==> config.mk <==
export PLATFORM = sky130hd
export DESIGN_NAME = i2c_bus_filter
export DESIGN_NICKNAME = d
export VERILOG_FILES = /design/src/rtl/i2c_bus_filter.sv
export SDC_FILE = /design/constraint.sdc
export NUM_CORES = 1
export LEC_CHECK = 0
export BUFFER_PORTS_ARGS = -buffer_cell sky130_fd_sc_hd__buf_2
export CAP_MARGIN = 5
export CORE_ASPECT_RATIO = 0.7
export CORE_MARGIN = 5
export CORE_UTILIZATION = 45
export DETAILED_ROUTE_END_ITERATION = 10
export HOLD_SLACK_MARGIN = 0.02
export PLACE_DENSITY_LB_ADDON = 0.1
export REMOVE_ABC_BUFFERS = 1
export SYNTH_ARGS = -nofsm -noshare
export SYNTH_HDL_FRONTEND = slang
export SYNTH_SLANG_ARGS = --single-unit
export TNS_END_PERCENT = 30
==> constraint.sdc <==
create_clock -name I_CLK -period 1.7 [get_ports I_CLK]
set_clock_uncertainty 0.05 [all_clocks]
set_input_delay 0.255 -clock I_CLK [delete_from_list [all_inputs] [get_ports I_CLK]]
set_output_delay 0.255 -clock I_CLK [all_outputs]
set_load 0.02 [all_outputs]
==> src/rtl/i2c_bus_filter.sv <==
`default_nettype none
// ============================================================================
// Module      : i2c_bus_filter
// Description : SCL/SDA input conditioning for the I2C master. Synchronises
//               both pad inputs, low-pass filters them at a programmable
//               sampling rate, and produces clean levels, SCL edge pulses,
//               START/STOP detect pulses and a bus-busy flag.
// Revision    : 1.0 - initial release
// ============================================================================
module i2c_bus_filter #(
  parameter int FILT_DEPTH = 3
) (
  input  logic       I_CLK,
  input  logic       I_RST,
  input  logic       I_EN,
  input  logic [7:0] I_I2CDFSRR,
  input  logic       I_SCL_PIN,
  input  logic       I_SDA_PIN,
  output logic       O_SCL,
  output logic       O_SDA,
  output logic       O_SCL_RISE,
  output logic       O_SCL_FALL,
  output logic       O_START,
  output logic       O_STOP,
  output logic       O_BUSY
);

  // Sample-window patterns that allow the filtered level to change.
  localparam logic [FILT_DEPTH-1:0] C_ALL_ONES  = {FILT_DEPTH{1'b1}};
  localparam logic [FILT_DEPTH-1:0] C_ALL_ZEROS = {FILT_DEPTH{1'b0}};

  // Two-flop synchronisers (idle bus level is 1).
  logic                  r_scl_meta;
  logic                  r_scl_sync;
  logic                  r_sda_meta;
  logic                  r_sda_sync;

  // Sampling-rate prescaler.
  logic [5:0]            w_dfsr;
  logic [5:0]            r_cnt;
  logic                  w_tick;

  // Sample windows, newest sample in bit 0.
  logic [FILT_DEPTH-1:0] r_scl_smp;
  logic [FILT_DEPTH-1:0] r_sda_smp;

  // Filtered levels and registered event outputs.
  logic                  r_scl;
  logic                  r_sda;
  logic                  r_scl_rise;
  logic                  r_scl_fall;
  logic                  r_start;
  logic                  r_stop;
  logic                  r_busy;

  // Next-state filter values and condition decode.
  logic                  w_scl_nxt;
  logic                  w_sda_nxt;
  logic                  w_start;
  logic                  w_stop;

  // Only the low six bits of the sampling-rate register are meaningful.
  logic                  w_dfsr_unused;

  assign w_dfsr        = I_I2CDFSRR[5:0];
  assign w_dfsr_unused = ^I_I2CDFSRR[7:6];

  // Synchronise the raw pads; this runs even while the block is disabled so
  // that re-enabling starts from a settled view of the bus.
  always_ff @(posedge I_CLK or posedge I_RST) begin
    if (I_RST) begin
      r_scl_meta <= 1'b1;
      r_scl_sync <= 1'b1;
      r_sda_meta <= 1'b1;
      r_sda_sync <= 1'b1;
    end else begin
      r_scl_meta <= I_SCL_PIN;
      r_scl_sync <= r_scl_meta;
      r_sda_meta <= I_SDA_PIN;
      r_sda_sync <= r_sda_meta;
    end
  end

  // A greater-or-equal compare means lowering DFSR mid-count takes effect
  // immediately instead of waiting for the counter to wrap.
  assign w_tick = (r_cnt >= w_dfsr);

  // Prescaler: wraps to zero on every tick.
  always_ff @(posedge I_CLK or posedge I_RST) begin
    if (I_RST) begin
      r_cnt <= 6'd0;
    end else if (!I_EN) begin
      r_cnt <= 6'd0;
    end else if (w_tick) begin
      r_cnt <= 6'd0;
    end else begin
      r_cnt <= r_cnt + 6'd1;
    end
  end

  // Shift the synchronised levels into the sample windows on each tick.
  always_ff @(posedge I_CLK or posedge I_RST) begin
    if (I_RST) begin
      r_scl_smp <= C_ALL_ONES;
      r_sda_smp <= C_ALL_ONES;
    end else if (!I_EN) begin
      r_scl_smp <= C_ALL_ONES;
      r_sda_smp <= C_ALL_ONES;
    end else if (w_tick) begin
      r_scl_smp <= {r_scl_smp[FILT_DEPTH-2:0], r_scl_sync};
      r_sda_smp <= {r_sda_smp[FILT_DEPTH-2:0], r_sda_sync};
    end
  end

  // Filter decision: a level only moves when the whole window agrees; the
  // same next-state values drive the edge and START/STOP decode so that all
  // event pulses line up with the level change that caused them.
  always_comb begin
    w_scl_nxt = r_scl;
    w_sda_nxt = r_sda;
    if (r_scl_smp == C_ALL_ONES) begin
      w_scl_nxt = 1'b1;
    end else if (r_scl_smp == C_ALL_ZEROS) begin
      w_scl_nxt = 1'b0;
    end
    if (r_sda_smp == C_ALL_ONES) begin
      w_sda_nxt = 1'b1;
    end else if (r_sda_smp == C_ALL_ZEROS) begin
      w_sda_nxt = 1'b0;
    end
    // SCL must be high before and after the update; an SCL change in the
    // same update masks the SDA transition.
    w_start = r_scl && w_scl_nxt && r_sda && !w_sda_nxt;
    w_stop  = r_scl && w_scl_nxt && !r_sda && w_sda_nxt;
  end

  // Filtered levels plus one-cycle edge and condition pulses. Disabling
  // forces the idle level and swallows any pulse the forced change implies.
  always_ff @(posedge I_CLK or posedge I_RST) begin
    if (I_RST) begin
      r_scl      <= 1'b1;
      r_sda      <= 1'b1;
      r_scl_rise <= 1'b0;
      r_scl_fall <= 1'b0;
      r_start    <= 1'b0;
      r_stop     <= 1'b0;
    end else if (!I_EN) begin
      r_scl      <= 1'b1;
      r_sda      <= 1'b1;
      r_scl_rise <= 1'b0;
      r_scl_fall <= 1'b0;
      r_start    <= 1'b0;
      r_stop     <= 1'b0;
    end else begin
      r_scl      <= w_scl_nxt;
      r_sda      <= w_sda_nxt;
      r_scl_rise <= !r_scl && w_scl_nxt;
      r_scl_fall <= r_scl && !w_scl_nxt;
      r_start    <= w_start;
      r_stop     <= w_stop;
    end
  end

  // Bus busy: set by START (repeated START keeps it set), cleared by STOP.
  always_ff @(posedge I_CLK or posedge I_RST) begin
    if (I_RST) begin
      r_busy <= 1'b0;
    end else if (!I_EN) begin
      r_busy <= 1'b0;
    end else if (w_start) begin
      r_busy <= 1'b1;
    end else if (w_stop) begin
      r_busy <= 1'b0;
    end
  end

  assign O_SCL      = r_scl;
  assign O_SDA      = r_sda;
  assign O_SCL_RISE = r_scl_rise;
  assign O_SCL_FALL = r_scl_fall;
  assign O_START    = r_start;
  assign O_STOP     = r_stop;
  assign O_BUSY     = r_busy;

endmodule
`default_nettype wire

# Word level (Yosys, flattened, before mapping)
# Index checks and enable logic that the tools add are counted.
# Widths: inputs -> output; s select.
[classes] addsub=1 reduce_logical=13 eq_ne=4 n_lt_le_gt_ge=1 mux=19
[ops] cell="$mux 1" n=13
[ops] cell="$mux 3" n=4
[ops] cell="$mux 6" n=2
[ops] cell="$logic_and 1x1->1" n=7
[ops] cell="$add 6x1->6 const B" n=1
[ops] cell="$eq 3x3->1 const B" n=2
[ops] cell="$ge 6x6->1" n=1
[ops] cell="$logic_not 3->1" n=2
[ops] cell="$logic_not 1->1" n=4
[ops] cell="$ne 3x1->1 const B" n=1
[ops] cell="$ne 2x1->1 const B" n=1
[totals] out_inout_bits=7 regBits=23 input_bits=13 word_cells=52

# Logic depth before layout (Yosys ltp)
[depth] ltp_word=9 mapped_depth=7 ltp_nobuf=6

# Least setup slack after synthesis
# No wires, ideal clock.
[synth_path] path_type="flip-flop to flip-flop" from="register r_cnt[0]" to="register r_scl_smp[0]" period_less_slack_ns=1.667 t_required_ns=1.568 n_path_buf=1 path_slack_ns=0.033 stages_incl_launch_ff=8 t_arrival_ns=1.535 setup_time_ns=0.082 cell_sequence="dfrtp_1 -> inv_1 -> ha_1 -> nand2b_4 -> a21oi_2 -> o221ai_2 -> buf_6 -> mux2_4"
[synth_between] elab_chain_cells=2
[synth_rtl] item="start, declared" line_no="40" source="logic [5:0] r_cnt;"
[synth_rtl] item="start signal, assigned" line_no="97" source="r_cnt <= r_cnt + 6'd1;"
[synth_rtl] item="$ge 6x6->1" line_no="86" source="assign w_tick = (r_cnt >= w_dfsr);"
[synth_rtl] item="$ne 2x1->1 (no line)"
[synth_rtl] item="end signal, assigned" line_no="110" source="r_scl_smp <= {r_scl_smp[FILT_DEPTH-2:0], r_scl_sync};"
[synth_rtl] item="end, declared" line_no="44" source="logic [FILT_DEPTH-1:0] r_scl_smp;"
# No other way between the ends.
# A chain may end at the register's enable or synchronous reset.

# Worst setup path in the final report
[layout_path] from="register r_cnt[0]" to="register r_sda_smp[1]"
[layout_between] elab_chain_cells=2
[layout_rtl] item="$ge 6x6->1" line_no="86"
[layout_rtl] item="$ne 2x1->1 (no line)"
[layout_rtl] item="end signal, assigned" line_no="111" source="r_sda_smp <= {r_sda_smp[FILT_DEPTH-2:0], r_sda_sync};"
[layout_rtl] item="end, declared" line_no="45" source="logic [FILT_DEPTH-1:0] r_sda_smp;"
# No other way between the ends.

==> impl_metrics.toml <==
[logic_synthesis]
synth_edf_count = 0
async_reset_ff_share_pct = 100
synth_seq_cells = 23
synthFlopType = "dfstp_2"
netlist_area_sq_um = 1120
synth.area.top_cells = "dfstp_2, dfrtp_1, ha_1, mux2_4, nor2_1"
ys_warn_count = 0
avgSynthCellArea_sq_um = 12.0
ys_types = 28
netlist.top_cell.by_area = "dfstp_2"
ys_seq_area_share_pct = 52.7
syn_inst = 93
synth.top_cell.area_share_pct = 28.2

[timing]
relSlewSlack_pct = 80.7
period_needed_ns = 1.65
timing.fmax_mhz = 607
maxSlewViolCount = 0
final_hold_viol_count = 0
period_share_pct = 96.8
tightest_slew_ns = 0.290
rsz0062_at_grt = "yes"
setup_violations = 0

[setup_path]
r2r_slack_ns = 0.05
crit_required_ns = 1.90
crit_buf_inv = 2
cpPeakStageDelay_ns = 0.36
cp-start-kind = "register"
worstPathMaxFanout = 9
cpMaxStageDelayCell = "dfrtp_1"
cp-end-kind = "register"
critPathKind = "register to register"
crit_family = "flip-flops"
path_cells = "inv_1, ha_1, nand2b_4, a21oi_4, o221ai_2, buf_12, mux2_4"
arrival_ns = 1.85

[power_and_ir_drop]
power.leakage_nw = 0.681
p_int_w = 0.000775
irDropWorstVdd_mv = 0.518
power_frac_comb_pct = 16.2
switchingPower_w = 0.000260
seqPwrFrac_pct = 59.5
p_sw_share_pct = 25.1
power.density_nw_per_um2 = 734
power.share.clock_pct = 24.2

[clock_tree]
cts_inserted_buffers = 3
ctsRootBufferMaster = "clkbuf_4"
htree_levels = 1
clock-sinks = 23
insertion_delay_ns = 0.31
path_clk_slew_ns = 0.12
clockBufferDepth = 2
cts_tree = "done"

[cells_and_area]
regArea_sq_um = 591
nNetsFinal = 146
drive_gt1_share_pct = 44.0
largest_register_ffs = 6
finalNonFillerCells = 159
fill_cells = 214
final_util_pct = 58.3
areaGrowthSynthToFinish_pct = 26.0
diodes = 0
top_register = "r_cnt"
reg_top3 = "r_cnt: 6 flops, r_scl_smp: 3 flops, r_sda_smp: 3 flops"
multiInputGateArea_sq_um = 515

[global_routing]
gr-total-overflow = 0
antenna_found_initial = 0
grtUsageTotal_pct = 12.1
grt_first_pass_wirelength_mm = 3.34
first_global_vias = 732
grt_max_degree = 24

[route]
drc_errors = 0
antenna_left = 0
vias = 754
firstDrtPassIters = 3
vias_per_cell = 4.74
drt_iter0_markers = 21
wire_per_inst_um = 12.4
wl_mm = 1.97

[job]
cap_violations = 0

[die]
rows = 15
core_area_sq_um = 2420
die_h_um = 51.7
ios = 20
die_w_um = 69.6
die-area_sq_um = 3600
start_util_pct = 46.3

[placement]
io_buffer_count = 17
place_congestion = 0.739
place_hpwl_mm = 1.35
dp.cells = 150

[min_path]
hp-class = "primary input to register"

[outcome]
status = "complete, no violations"
power by group through the flow:
stage	Combinational (W)	Sequential (W)	Clock, W
4_1_cts	0.000148	0.000614	0.000267
3_5_place_dp	0.000141	0.000622	0
5_1_grt	0.000187	0.000621	0.000287
2_1_floorplan	0.0000894	0.000618	0
6_report	0.000168	0.000616	0.000251
3_3_place_gp	0.000136	0.000621	0
cell usage in the layout, fill, tap and decap left out, types with 2 or more instances in the layout:
| cell type | n |
|---|---|
| a21oi_1 | 3 |
| nand4_1 | 2 |
| o21a_1 | 2 |
| dfstp_2 | 12 |
| nor2_1 | 10 |
| nand3_1 | 3 |
| ha_1 | 5 |
| clkbuf_4 | 3 |
| dlygate4sd3_1 | 3 |
| inv_1 | 9 |
| xor2_1 | 3 |
| or2b_1 | 5 |
| buf_2 | 17 |
| and3_1 | 2 |
| buf_4 | 9 |
| nand2b_1 | 3 |
| o21ai_0 | 2 |
| ha_4 | 2 |
| nand2_1 | 2 |
| dfrtp_1 | 11 |
| mux2_4 | 6 |
worst min-delay path, stage by stage:
cell     delay, ns
buf_2         0.09
buf_4         0.16
o21ai_0       0.09
cell usage after synthesis (2+ instances only):
| cell | instances |
|---|---|
| mux2_4 | 4 |
| o21a_1 | 2 |
| a21oi_1 | 3 |
| nand2b_1 | 3 |
| or2b_1 | 5 |
| o21ai_0 | 2 |
| ha_1 | 7 |
| nor2_1 | 10 |
| dfrtp_1 | 11 |
| nand4_1 | 2 |
| nand2_1 | 2 |
| mux2_2 | 2 |
| dfstp_2 | 12 |
| and3_1 | 2 |
| xor2_1 | 3 |
| inv_1 | 9 |
| nand3_1 | 3 |
timing repair:
item                                    in CTS  in global routing
gates resized for setup                      1                  4
buffers inserted                             0                  2
hold buffers                                 3                  0
endpoints found under the setup margin       6                  6
endpoints found under the hold margin       13                  0
pin swaps                                    1                  1
gates cloned                                 0                  0
cells by family (layout without fill, tap and decap cells):
group | count (synthesis) | after routing | share of synthesized area, %
flops | 23 | 23 | 52.7
xor+xnor | 4 | 4 | 3.13
compound gates | 12 | 12 | 8.38
simple gates | 30 | 30 | 15.8
buf+inv | 11 | 43 | 4.80
mux | 6 | 6 | 7.37
fa+ha+maj | 7 | 7 | 7.82
cell type report:
class / count / area share (%)
Sequential cell: 23 / 41.8
Multi-Input combinational cell: 59 / 36.5
Timing Repair Buffer: 30 / 14.4
Tap cell: 34 / 3.01
Inverter: 9 / 2.39
Clock buffer: 4 / 1.86
per-layer routing:
layer / global-route usage, % / share of wire, % / vias up
met5: 0 / 0 / -
met4: 2.87 / 0.41 / 0
met3: 4.83 / 4.0 / 2
met2: 20.9 / 47 / 10
met1: 14.5 / 48 / 367
li1: - / - / 375
metrics by stage:
stage | total power, W | hold WS [ns] | instance area, sq um | setup slack, ns | setup TNS (ns)
6_report | 0.00104 | 0.234 | 1410 | 0.0538 | 0
5_1_grt | 0.00109 | 0.239 | 1410 | -0.0158 | -0.0521
4_1_cts | 0.00103 | 0.226 | 1370 | 0.00737 | 0
3_5_place_dp | 0.000763 | 0.258 | 1300 | 0.00531 | 0
3_3_place_gp | 0.000757 | 0.254 | 1300 | 0.00678 | 0
2_1_floorplan | 0.000708 | 0.198 | 1100 | -0.131 | -0.580
path summary, 6_finish.rpt:
path	start	to	depth (start not counted)
max in group asynchronous	I_RST	r_scl_smp[1]	4
min in group asynchronous	I_RST	r_cnt[0]	4
setup reg to reg	r_cnt[0]	r_sda_smp[1]	7
setup / recovery	r_cnt[0]	r_sda_smp[1]	7
hold reg to reg	r_sda_meta	r_sda_sync	0
hold / removal	I_EN	O_SCL	3
(Power assumes the default switching activity.)
